[src/rtl/clock_set_controller.sv]
// UART command parser that turns "Thhmmss\r" / "Dddmmyyyy\r" / "S" into calendar
// load requests (validated, with ack handshake and timeout) and pause pulses.
module clock_set_controller #(
  parameter int unsigned ACK_TIMEOUT = 255
) (
  input  logic        clk,
  input  logic        rst,
  input  logic [7:0]  uart_data,
  input  logic        uart_valid,
  input  logic        load_ack,
  output logic        load_req,
  output logic        load_sel,
  output logic [7:0]  set_hour,
  output logic [7:0]  set_minute,
  output logic [7:0]  set_second,
  output logic [4:0]  set_day,
  output logic [3:0]  set_month,
  output logic [11:0] set_year,
  output logic        pause_toggle,
  output logic        busy,
  output logic        err
);

  typedef enum logic [2:0] {IDLE, DIGITS, WAIT_CR, CHECK, REQ} state_t;

  localparam logic [7:0] TMO_LAST = 8'(ACK_TIMEOUT - 1);

  state_t      state_q, state_d;
  logic [31:0] buf_q, buf_d;
  logic [3:0]  cnt_q, cnt_d;
  logic        cmd_q, cmd_d;
  logic [7:0]  tmo_q, tmo_d;
  logic        err_q, err_d;
  logic        pause_q, pause_d;
  logic        load_d;
  logic        sel_q;
  logic [7:0]  hour_q, min_q, sec_q;
  logic [4:0]  day_q;
  logic [3:0]  mon_q;
  logic [11:0] year_q;

  function automatic logic [6:0] bcd2bin(input logic [3:0] tens, input logic [3:0] ones);
    return {3'b000, tens} * 7'd10 + {3'b000, ones};
  endfunction

  // Year is split as century*100 + yy, so the leap rules reduce to mod-4 tests.
  function automatic logic is_leap(input logic [6:0] cc, input logic [6:0] yy);
    return (yy != 7'd0) ? (yy[1:0] == 2'b00) : (cc[1:0] == 2'b00);
  endfunction

  function automatic logic [4:0] days_in_month(input logic [6:0] month, input logic leap);
    logic [4:0] dim;
    case (month)
      7'd2:                    dim = leap ? 5'd29 : 5'd28;
      7'd4, 7'd6, 7'd9, 7'd11: dim = 5'd30;
      default:                 dim = 5'd31;
    endcase
    return dim;
  endfunction

  logic [6:0]  c_hour, c_min, c_sec, c_day, c_mon, c_cc, c_yy;
  logic [13:0] c_year;
  logic [4:0]  c_dim;
  logic        time_ok, date_ok, chk_ok;
  logic        is_digit;
  logic [3:0]  need, cnt_inc;

  assign c_hour  = bcd2bin(buf_q[23:20], buf_q[19:16]);
  assign c_min   = bcd2bin(buf_q[15:12], buf_q[11:8]);
  assign c_sec   = bcd2bin(buf_q[7:4],   buf_q[3:0]);
  assign c_day   = bcd2bin(buf_q[31:28], buf_q[27:24]);
  assign c_mon   = bcd2bin(buf_q[23:20], buf_q[19:16]);
  assign c_cc    = bcd2bin(buf_q[15:12], buf_q[11:8]);
  assign c_yy    = bcd2bin(buf_q[7:4],   buf_q[3:0]);
  assign c_year  = {7'b0, c_cc} * 14'd100 + {7'b0, c_yy};
  assign c_dim   = days_in_month(c_mon, is_leap(c_cc, c_yy));
  assign time_ok = (c_hour <= 7'd23) && (c_min <= 7'd59) && (c_sec <= 7'd59);
  assign date_ok = (c_mon >= 7'd1) && (c_mon <= 7'd12) && (c_year <= 14'd4095) &&
                   (c_day >= 7'd1) && (c_day <= {2'b00, c_dim});
  assign chk_ok  = cmd_q ? date_ok : time_ok;

  assign is_digit = (uart_data >= 8'h30) && (uart_data <= 8'h39);
  assign need     = cmd_q ? 4'd8 : 4'd6;
  assign cnt_inc  = cnt_q + 4'd1;

  always_ff @(posedge clk or posedge rst) begin
    if (rst) state_q <= IDLE;
    else     state_q <= state_d;
  end

  always_comb begin
    state_d = state_q;
    buf_d   = buf_q;
    cnt_d   = cnt_q;
    cmd_d   = cmd_q;
    tmo_d   = tmo_q;
    err_d   = 1'b0;
    pause_d = 1'b0;
    load_d  = 1'b0;
    case (state_q)
      IDLE: begin
        if (uart_valid) begin
          if (uart_data == 8'h54 || uart_data == 8'h44) begin
            state_d = DIGITS;
            cmd_d   = (uart_data == 8'h44);
            buf_d   = '0;
            cnt_d   = '0;
          end else if (uart_data == 8'h53) begin
            pause_d = 1'b1;
          end
        end
      end
      DIGITS: begin
        if (uart_valid) begin
          if (is_digit) begin
            buf_d = {buf_q[27:0], uart_data[3:0]};
            cnt_d = cnt_inc;
            if (cnt_inc == need) state_d = WAIT_CR;
          end else begin
            err_d   = 1'b1;
            state_d = IDLE;
          end
        end
      end
      WAIT_CR: begin
        if (uart_valid) begin
          if (uart_data == 8'h0D) begin
            state_d = CHECK;
          end else begin
            err_d   = 1'b1;
            state_d = IDLE;
          end
        end
      end
      CHECK: begin
        if (chk_ok) begin
          state_d = REQ;
          tmo_d   = '0;
          load_d  = 1'b1;
        end else begin
          err_d   = 1'b1;
          state_d = IDLE;
        end
      end
      REQ: begin
        if (load_ack) begin
          state_d = IDLE;
        end else if (tmo_q == TMO_LAST) begin
          err_d   = 1'b1;
          state_d = IDLE;
        end else begin
          tmo_d = tmo_q + 8'd1;
        end
      end
      default: state_d = IDLE;
    endcase
  end

  always_comb begin
    busy     = (state_q != IDLE);
    load_req = (state_q == REQ);
  end

  // Field registers only change on the CHECK->REQ step, and only for the selected group.
  always_ff @(posedge clk or posedge rst) begin
    if (rst) begin
      buf_q   <= '0;
      cnt_q   <= '0;
      cmd_q   <= 1'b0;
      tmo_q   <= '0;
      err_q   <= 1'b0;
      pause_q <= 1'b0;
      sel_q   <= 1'b0;
      hour_q  <= 8'd18;
      min_q   <= 8'd30;
      sec_q   <= 8'd0;
      day_q   <= 5'd30;
      mon_q   <= 4'd7;
      year_q  <= 12'd2024;
    end else begin
      buf_q   <= buf_d;
      cnt_q   <= cnt_d;
      cmd_q   <= cmd_d;
      tmo_q   <= tmo_d;
      err_q   <= err_d;
      pause_q <= pause_d;
      if (load_d) begin
        sel_q <= cmd_q;
        if (cmd_q) begin
          day_q  <= c_day[4:0];
          mon_q  <= c_mon[3:0];
          year_q <= c_year[11:0];
        end else begin
          hour_q <= {1'b0, c_hour};
          min_q  <= {1'b0, c_min};
          sec_q  <= {1'b0, c_sec};
        end
      end
    end
  end

  assign load_sel     = sel_q;
  assign set_hour     = hour_q;
  assign set_minute   = min_q;
  assign set_second   = sec_q;
  assign set_day      = day_q;
  assign set_month    = mon_q;
  assign set_year     = year_q;
  assign err          = err_q;
  assign pause_toggle = pause_q;

endmodule

[config.mk]
export PLATFORM = sky130hd
export DESIGN_NAME = clock_set_controller
export DESIGN_NICKNAME = d
export VERILOG_FILES = /design/src/rtl/clock_set_controller.sv
export SDC_FILE = /design/constraint.sdc
export NUM_CORES = 1
export LEC_CHECK = 0
export CAP_MARGIN = 0
export CORE_UTILIZATION = 58
export CTS_CLUSTER_DIAMETER = 80
export DETAILED_ROUTE_END_ITERATION = 8
export PLACE_DENSITY = 0.81
export SETUP_SLACK_MARGIN = 0.3
export SLEW_MARGIN = 20
export SYNTH_ARGS = -nofsm -noshare
export SYNTH_HDL_FRONTEND = slang
export SYNTH_SLANG_ARGS = --single-unit
[constraint.sdc]
create_clock -name clk -period 7.13 [get_ports clk]
set_clock_uncertainty 0.1 [all_clocks]
set_input_delay 0.713 -clock clk [delete_from_list [all_inputs] [get_ports clk]]
set_output_delay 0.713 -clock clk [all_outputs]
set_load 0.1 [all_outputs]
==> results.json <==
{
  "outcome": "finished, final reports clean",
  "syn-mean-instance-area_um2": 11.3,
  "worst_path_dominant_cell_family": "adder cells",
  "drv_slew": 0,
  "yosys.cell_count.top_type": "sky130_fd_sc_hd__dfrtp_1",
  "global_route.overflow_total": 0,
  "layout_cell_share_with_drive_strength_beyond_1": 0.160,
  "detail_route.iter0.violations": 157,
  "via_count": 4254,
  "ant_nets": 0,
  "synth_top_cells_by_area": "sky130_fd_sc_hd__dfrtp_1, sky130_fd_sc_hd__ha_1, sky130_fd_sc_hd__dfstp_2",
  "dr.pass1.iters": 4,
  "async_reset_ff_frac": 1.00,
  "holdWs_ns": 0.406,
  "synth.ff_latch_count": 93,
  "crit_path_end_kind": "flip-flop",
  "insertion_delay_ns": 0.36,
  "grt_start_max_net_pins": 53,
  "finalPower_mw": 1.23,
  "crit_required_ns": 7.28,
  "cts_tree": "done",
  "first_global_vias": 4214,
  "critical_path.max_fanout": 18,
  "rsz_0062_raised_after_global_routing": "no",
  "power.leakage_nw": 3.46,
  "initial_antenna_violation_count": 0,
  "synth-warning-count": 0,
  "critPathSlowestCell": "sky130_fd_sc_hd__o311ai_0",
  "core_um2": 9770,
  "initial_cell_density_of_the_core": 0.600,
  "cp_cell_sequence": "ha_1 > ha_1 > xor2_1 > ha_1 > ha_1 > ha_1 > xor2_1 > ha_1 > or2_1 > and3_1 > o311ai_0 > nand4bb_1 > xnor2_1 > or4_4 > a2111o_1 > buf_4 > mux2_4",
  "grt_first_pass_wirelength_mm": 20.5,
  "port_buf_inserts": 58,
  "maxClockFrequency_mhz": 155,
  "cts_max_level": 3,
  "mappedNetlistArea_um2": 5860,
  "clockBufferDepth": 2,
  "ys_types": 62,
  "weighted_congestion_at_the_end_of_routability_driven_global_placement": 0.895,
  "timing.final.crit_period_ns": 6.44,
  "synth_largest_type_area_fraction": 0.311,
  "setup-violations-final": 0,
  "post-cts-setup-buffers": 0,
  "clk_transition_reported_paths_ns": 0.09,
  "tritoncts.num_buffers": 9,
  "dieWidth_um": 103,
  "critical_path.n_buffers_inverters": 1,
  "post_synth_inst_count": 518,
  "netlist_top_cells_count": "sky130_fd_sc_hd__dfrtp_1, sky130_fd_sc_hd__ha_1, sky130_fd_sc_hd__a22o_1",
  "hpwl_detailed_mm": 9.28,
  "vertical_die_dimension_um": 103,
  "critical_path.most_common_cell": "sky130_fd_sc_hd__ha_1",
  "category_of_the_worst_setup_path_launch_point": "flip-flop",
  "yosysSeqAreaShare": 0.401,
  "drcViolationCount": 0,
  "floorplan.rows": 36,
  "die_area_um2": 10500,
  "ctsResizeCount": 0,
  "fin_nets": 665,
  "min-delay-path-class": "reg2reg",
  "critical-path-max-stage-delay_ns": 0.75,
  "worst-setup-path-type": "reg2reg",
  "peak_supply_drop_v": 0.000188,
  "hold_viol": 0,
  "root_buffer": "sky130_fd_sc_hd__clkbuf_8",
  "synth_ff_type": "sky130_fd_sc_hd__dfrtp_1",
  "power_per_cell_area_nw_per_um2": 180,
  "tritoncts_num_sinks": 93,
  "synth-edff-count": 0,
  "totalNegativeSetupSlack_ns": 0,
  "final_min_period_over_clock_period": 0.904,
  "relSlewSlack": 0.335,
  "grtUsageTotal": 0.255,
  "detail_route.wirelength_mm": 12.6,
  "drv_cap": 0,
  "worst_pin_slew_ns": 0.994,
  "finish.utilization": 0.697,
  "wl_per_cell_um": 17.5,
  "holdBufCountCts": 0,
  "cell_taking_the_most_area_after_synthesis": "sky130_fd_sc_hd__dfrtp_1",
  "antennaDiodeCount": 0,
  "synthToLayoutAreaGrowth_pct": 16.2,
  "route.detailed.vias_per_inst": 5.94,
  "top_level_ports": 62,
  "crit_arrival_ns": 6.60
}
[flip-flops by register name (all words and copies together) (netlist names)]
name	count
buf_q	32
cmd_q	1
cnt_q	4
err	1
load_sel	1
pause_toggle	1
set_day	5
set_hour	7
set_minute	7
set_month	4
set_second	7
set_year	12
state_q	3
tmo_q	8
[routing by layer]
metal,track usage,wire (µm),vias to the layer above
met3,0.0658,694,22
met5,0,0,-
li1,-,-,2023
met4,0.0769,225,0
met1,0.328,5630,2095
met2,0.423,6010,114
[worst paths after layout]
check | to | from | depth (start not counted) | slack [ns]
worst min-delay path | set_second[6] | set_second[6] | 1 | 0.41
worst max-delay path | set_year[11] | buf_q[12] | 17 | 0.69
worst max register to register | set_year[11] | buf_q[12] | 17 | 0.69
max in group asynchronous | set_year[4] | rst | 3 | 5.12
min in group asynchronous | set_hour[6] | rst | 2 | 0.69
worst min register to register | set_second[6] | set_second[6] | 1 | 0.41
[cell families (layout without fill, tap and decap cells)]
group,Yosys count,after routing,synth area share
flops,93,93,0.401
simple gates,124,124,0.115
compound gates,107,107,0.133
fa+ha+maj,75,75,0.173
xor+xnor,35,35,0.0523
mux,42,42,0.0926
other cells,1,3,0.000639
buf+inv,41,104,0.0320
[layout by cell type, fill, tap and decap left out, types with 19 or more instances in the layout]
cell type	n
sky130_fd_sc_hd__dfrtp_1	73
sky130_fd_sc_hd__ha_1	65
sky130_fd_sc_hd__clkdlybuf4s50_1	58
sky130_fd_sc_hd__a22o_1	33
sky130_fd_sc_hd__nand2_1	27
sky130_fd_sc_hd__inv_1	24
sky130_fd_sc_hd__nor2_1	24
sky130_fd_sc_hd__xor2_1	22
sky130_fd_sc_hd__mux2_2	22
sky130_fd_sc_hd__a21oi_1	21
sky130_fd_sc_hd__dfstp_2	20
sky130_fd_sc_hd__mux2_4	19
[per-stage QoR]
step | setup WS [ns] | instance area, µm² | std cells
after floorplan | 1.33 | 5870 | 520
after global placement | 1.01 | 6580 | 700
after detailed placement | 0.735 | 6580 | 700
after CTS | 0.682 | 6820 | 716
after global routing | 0.416 | 6820 | 716
final | 0.685 | 6820 | 716
[final cells by class]
class / instances / area [µm²]
Clock buffer: 11 / 151
Clock inverter: 5 / 82.6
Fill cell: 700 / 2960
Inverter: 25 / 95.1
Multi-Input combinational cell: 386 / 3350
Sequential cell: 93 / 2350
Tap cell: 133 / 166
Timing Repair Buffer: 63 / 618
[power breakdown]
| group | total (mW) | switching, mW | internal (mW) |
|---|---|---|---|
| registers | 0.584 | 0.0331 | 0.551 |
| logic | 0.235 | 0.155 | 0.0807 |
| clock network | 0.406 | 0.189 | 0.217 |
| total | 1.23 | 0.377 | 0.849 |
Power figures use the tool's default switching activity.
